**src/rtl/vtb_control.sv**
```systemverilog
// Viterbi decoder sequencer: phase clocks, ACS segment/page counters and traceback handshakes.
// Latency: a symbol accepted at the ph==3 edge starts RUN on the next CLOCK; each symbol takes 2^(WD_FSM+1) CLOCKs.
// Backpressure: SymbolValid is sampled only on SymbolReady strobes; without a symbol the engine parks in STALL.
module vtb_control #(
  parameter int WD_FSM   = 4,
  parameter int WD_DEPTH = 4
) (
  input  logic                CLOCK,
  input  logic                Reset,
  input  logic                SymbolValid,
  output logic                SymbolReady,
  output logic                Clock1,
  output logic                Clock2,
  output logic                Active,
  output logic                Hold,
  output logic                Init,
  output logic [WD_DEPTH-1:0] ACSPage,
  output logic [WD_FSM-1:0]   ACSSegment,
  output logic [WD_FSM-2:0]   ACSSegment_minusLSB,
  output logic                TBValid
);

  typedef enum logic [1:0] {ST_IDLE, ST_RUN, ST_STALL} state_e;

  localparam logic [WD_FSM-1:0]   SEG_MAX  = {WD_FSM{1'b1}};
  localparam logic [WD_DEPTH:0]   CNT_FULL = {1'b1, {WD_DEPTH{1'b0}}};

  state_e              state_q, state_d;
  logic [1:0]          ph_q, ph_d;
  logic [WD_FSM-1:0]   seg_q, seg_d;
  logic [WD_DEPTH-1:0] page_q, page_d;
  logic [WD_DEPTH:0]   cnt_q, cnt_d;
  logic                rdy_q, rdy_d;
  logic                init_q, init_d;
  logic                act_q, act_d;
  logic                hold_q, hold_d;
  logic                tbv_q, tbv_d;
  logic                accept;
  logic                last_seg;

  // Next-state and registered-output decode; every output is re-timed through a flop.
  always_comb begin
    ph_d     = ph_q + 2'd1;
    state_d  = state_q;
    seg_d    = seg_q;
    page_d   = page_q;
    cnt_d    = cnt_q;
    accept   = SymbolValid & rdy_q;
    last_seg = (seg_q == SEG_MAX);

    case (state_q)
      ST_RUN: begin
        if ((ph_q == 2'd3) && last_seg) begin
          // Symbol completes here, whether or not a new one follows.
          if (cnt_q != CNT_FULL) cnt_d = cnt_q + (WD_DEPTH+1)'(1);
          if (accept) seg_d = '0;
          else        state_d = ST_STALL;
        end else if (ph_q[0]) begin
          seg_d = seg_q + WD_FSM'(1);
        end
      end
      default: begin
        // IDLE/STALL: segment parked; a symbol restarts RUN at segment 0.
        if (accept) begin
          state_d = ST_RUN;
          seg_d   = '0;
        end
      end
    endcase

    // A new survivor page starts whenever the segment rolls from last to 0.
    if (last_seg && (seg_d == '0)) page_d = page_q + WD_DEPTH'(1);

    rdy_d  = (ph_d == 2'd3) && ((state_d != ST_RUN) || (seg_d == SEG_MAX));
    init_d = (state_d == ST_RUN) && (seg_d[WD_FSM-1:1] == '0);
    act_d  = (state_d == ST_RUN);
    hold_d = (state_d != ST_RUN);
    tbv_d  = tbv_q | cnt_d[WD_DEPTH];
  end

  // State and output registers with asynchronous active-low reset.
  always_ff @(posedge CLOCK or negedge Reset) begin
    if (!Reset) begin
      state_q <= ST_IDLE;
      ph_q    <= 2'd0;
      seg_q   <= '0;
      page_q  <= '0;
      cnt_q   <= '0;
      rdy_q   <= 1'b0;
      init_q  <= 1'b0;
      act_q   <= 1'b0;
      hold_q  <= 1'b1;
      tbv_q   <= 1'b0;
    end else begin
      state_q <= state_d;
      ph_q    <= ph_d;
      seg_q   <= seg_d;
      page_q  <= page_d;
      cnt_q   <= cnt_d;
      rdy_q   <= rdy_d;
      init_q  <= init_d;
      act_q   <= act_d;
      hold_q  <= hold_d;
      tbv_q   <= tbv_d;
    end
  end

  assign Clock1              = ph_q[0];
  assign Clock2              = ph_q[1];
  assign SymbolReady         = rdy_q;
  assign Init                = init_q;
  assign Active              = act_q;
  assign Hold                = hold_q;
  assign ACSPage             = page_q;
  assign ACSSegment          = seg_q;
  assign ACSSegment_minusLSB = seg_q[WD_FSM-1:1];
  assign TBValid             = tbv_q;

endmodule
```
**config.mk**
```make
export PLATFORM = sky130hd
export DESIGN_NAME = vtb_control
export DESIGN_NICKNAME = d
export VERILOG_FILES = /design/src/rtl/vtb_control.sv
export SDC_FILE = /design/constraint.sdc
export NUM_CORES = 1
export LEC_CHECK = 0
export CAP_MARGIN = 20
export CORE_MARGIN = 2
export CORE_UTILIZATION = 46
export CTS_BUF_LIST = sky130_fd_sc_hd__clkbuf_8 sky130_fd_sc_hd__clkbuf_16
export DETAILED_ROUTE_END_ITERATION = 16
export PLACE_DENSITY = 0.74
export SLEW_MARGIN = 40
export SYNTH_ARGS = -nofsm -noshare
export SYNTH_HDL_FRONTEND = slang
export SYNTH_SLANG_ARGS = --single-unit
```
**constraint.sdc**
```tcl
create_clock -name CLOCK -period 2.4 [get_ports CLOCK]
set_clock_uncertainty 0.15 [all_clocks]
set_input_delay 0.24 -clock CLOCK [delete_from_list [all_inputs] [get_ports CLOCK]]
set_output_delay 0.24 -clock CLOCK [all_outputs]
set_load 0.01 [all_outputs]
```
==> impl_metrics.env <==
export IMPL_grt_first_pass_wirelength_um=3660
export IMPL_via_per_inst=5.42
export IMPL_antenna_found_initial=0
export IMPL_syn_area_per_cell_um2=10.8
export IMPL_synth_distinct_cells=39
export IMPL_crit_path_frequent_cell="mux2_4"
export IMPL_regArea_um2=552
export IMPL_slowest_stage="a221o_2"
export IMPL_final_cells=163
export IMPL_routed_wl_um=2180
export IMPL_ios=21
export IMPL_grtUsageTotal_pct=18.0
export IMPL_io_buffers=20
export IMPL_setup_tns_ns=0
export IMPL_synthFlopType="dfrtp_1"
export IMPL_grt_pass1_vias=843
export IMPL_dpl_cell_count=159
export IMPL_clk_latency_ns=0.26
export IMPL_cts_htree_levels=1
export IMPL_synth_cells=107
export IMPL_die_y_um=54.2
export IMPL_syn_nets=116
export IMPL_hold_class="primary input to asynchronous set/reset pin"
export IMPL_synth_simple_area_share_pct=18.8
export IMPL_hpwl_um=1610
export IMPL_synth_edff_count=0
export IMPL_ir_drop_v=0.000576
export IMPL_synth_xor_area_share_pct=5.29
export IMPL_status="finished clean"
export IMPL_synth_seq_area_share_pct=47.6
export IMPL_synth_adder_area_share_pct=6.48
export IMPL_post_cts_buffers=0
export IMPL_rrSetupSlack_ns=0.15
export IMPL_worstPathRequired_ns=2.40
export IMPL_p_leak_nw=0.649
export IMPL_die_w_um=54.2
export IMPL_multiInputGateArea_um2=554
export IMPL_drv_slew=0
export IMPL_clockBufferDepth=2
export IMPL_yosys_register_bits=22
export IMPL_synth_warnings=0
export IMPL_crit_chain="ha_1 -> nor3b_2 -> mux2_4 -> a221o_2 -> nor2_2 -> mux2_4"
export IMPL_cpPeakStageDelay_ns=0.43
export IMPL_fp_row_count=18
export IMPL_cts_sinks=22
export IMPL_async_flop_share_pct=100
export IMPL_min_period_ns=2.25
export IMPL_cp_top_family="multiplexers"
export IMPL_start_util_pct=47.6
export IMPL_power_density_mw_per_mm2=483
export IMPL_grt_max_degree=23
export IMPL_dr_total_vias=883
export IMPL_cts_tree="built"
export IMPL_period_share_pct=93.9
export IMPL_drive_gt1_share_pct=18.0
export IMPL_synth_top_family_by_area="simple AND/OR/NAND/NOR gates"
export IMPL_first_pass_iters=4
export IMPL_worstPathArrival_ns=2.26
export IMPL_synth_area_mux_share_pct=3.46
export IMPL_worst_setup_path_start_kind="register"
export IMPL_place_congestion=0.794
export IMPL_rsz0062_at_grt="false"
export IMPL_n_antenna_cell=0
export IMPL_cp_max_fo=3
export IMPL_core_area_mm2=0.00243
export IMPL_area_growth_pct=28.6
export IMPL_relSlewSlack_pct=70.3
export IMPL_crit_buf_inv=0
export IMPL_numCtsBuffers=3
export IMPL_drv_cap=0
export IMPL_critPathKind="register to register"
export IMPL_netlist_area_mm2=0.00116
export IMPL_clk_pin_slew_ns=0.08
export IMPL_grt_ovfl_total=0
export IMPL_drt_antenna_violating_nets=0
export IMPL_clock_root_buffer="clkbuf_8"
export IMPL_first_iter_violations=8
export IMPL_setup_viol=0
export IMPL_finalNetCount=143
export IMPL_worst_pin_slew_ns=0.446
export IMPL_hold_viol=0
export IMPL_fillCellCount=201
export IMPL_mostFrequentLayoutCells="21 x dfrtp_1, 20 x clkdlybuf4s50_1, 8 x inv_1"
export IMPL_drc=0
export IMPL_wl_per_cell_um=13.4
export IMPL_layout_commonest_cell="dfrtp_1"
export IMPL_die_area_mm2=0.00294
export IMPL_critPathCaptureType="register"
export IMPL_max_freq_mhz=444
export IMPL_total_power_uw=719
export IMPL_synth_compound_area_share_pct=13.4
## registers in the layout (all words and copies together), names as in the netlist
register and count:
cnt_q 5, ACSPage 4, ACSSegment 4, ph_q 2, state_q 2, Active 1, Hold 1, Init 1
SymbolReady 1, TBValid 1
## synthesized netlist by cell type (all sizes together), types with 2 or more instances
| cell type | n | area [µm²] |
|---|---|---|
| xnor2 | 4 | 35.0 |
| ha | 6 | 75.1 |
| dfrtp | 21 | 526 |
| o2bb2ai | 2 | 17.5 |
| xor2 | 3 | 26.3 |
| mux2 | 2 | 30.0 |
| nand4 | 5 | 37.5 |
| buf | 4 | 27.5 |
| nor3b | 3 | 27.5 |
| nand2b | 5 | 31.3 |
| o21ai | 4 | 20.0 |
| or2 | 3 | 18.8 |
| nand3 | 3 | 15.0 |
| nand2 | 7 | 26.3 |
| nor3 | 4 | 25.0 |
| o21a | 2 | 15.0 |
| a21oi | 4 | 20.0 |
| inv | 8 | 30.0 |
| nor2 | 3 | 13.8 |
## path summary, 6_finish.rpt
path | startpoint | endpoint | cells past startpoint
worst min register to register | ACSPage[3]$_DFFE_PN0P_ | ACSPage[3]$_DFFE_PN0P_ | 1
min in group CLOCK | ACSPage[3]$_DFFE_PN0P_ | ACSPage[3]$_DFFE_PN0P_ | 1
worst max register to register | ph_q[1]$_DFF_PN0_ | ACSPage[1]$_DFFE_PN0P_ | 6
worst min-delay path | Reset | ACSPage[0]$_DFFE_PN0P_ | 2
worst max-delay path | ph_q[1]$_DFF_PN0_ | ACSPage[1]$_DFFE_PN0P_ | 6
max in group asynchronous | Reset | Hold$_DFF_PN1_ | 2
## cells by family after synthesis
family / count (synthesis)
flip-flops: 22
AO/OA/AOI/OAI: 21
AND/OR/NAND/NOR: 36
adder cells (fa/ha/maj): 6
buffers and inverters: 12
XOR/XNOR: 7
multiplexers: 3
## layout make-up
cell class | instances | share of cell area (%)
multi-input cells | 73 | 37.2
well taps | 30 | 2.52
flip-flops and latches | 22 | 37.0
inverters | 8 | 2.02
repair buffers | 26 | 16.5
clock buffers | 3 | 2.77
clock inverters | 1 | 2.02
## routing by layer
layer  part of all wire (%)  global-route usage, %  up-vias
met5                      0                      0        -
met4                    1.9                   8.75        0
met3                    5.6                   5.83        4
met2                     49                   28.7       24
met1                     44                   21.8      427
li1                       -                      -      428
## power breakdown
part | switching, mW | leakage (nW) | internal (mW)
clock | 0.115 | 0.0357 | 0.223
combinational | 0.00706 | 0.353 | 0.00390
sequential | 0 | 0.260 | 0.370
total | 0.122 | 0.649 | 0.597
## metrics by stage
stage                     cell area, µm²  setup slack, ns  util, %  hold WS (ns)
after global placement              1410            0.129     58.1         0.304
after CTS                           1490           0.0817     61.1         0.168
final                               1490            0.147     61.3         0.161
after global routing                1490           0.0766     61.3         0.207
after detailed placement            1410           0.0876     58.1         0.308
after floorplan                     1160           0.0479        -        -0.206
## timing repair
| action | 4_1_cts | 5_1_grt |
|---|---|---|
| hold buffers | 0 | 0 |
| endpoints found under the setup margin | 0 | 1 |
| gates resized for setup | 0 | 1 |
Power figures use the tool's default switching activity.
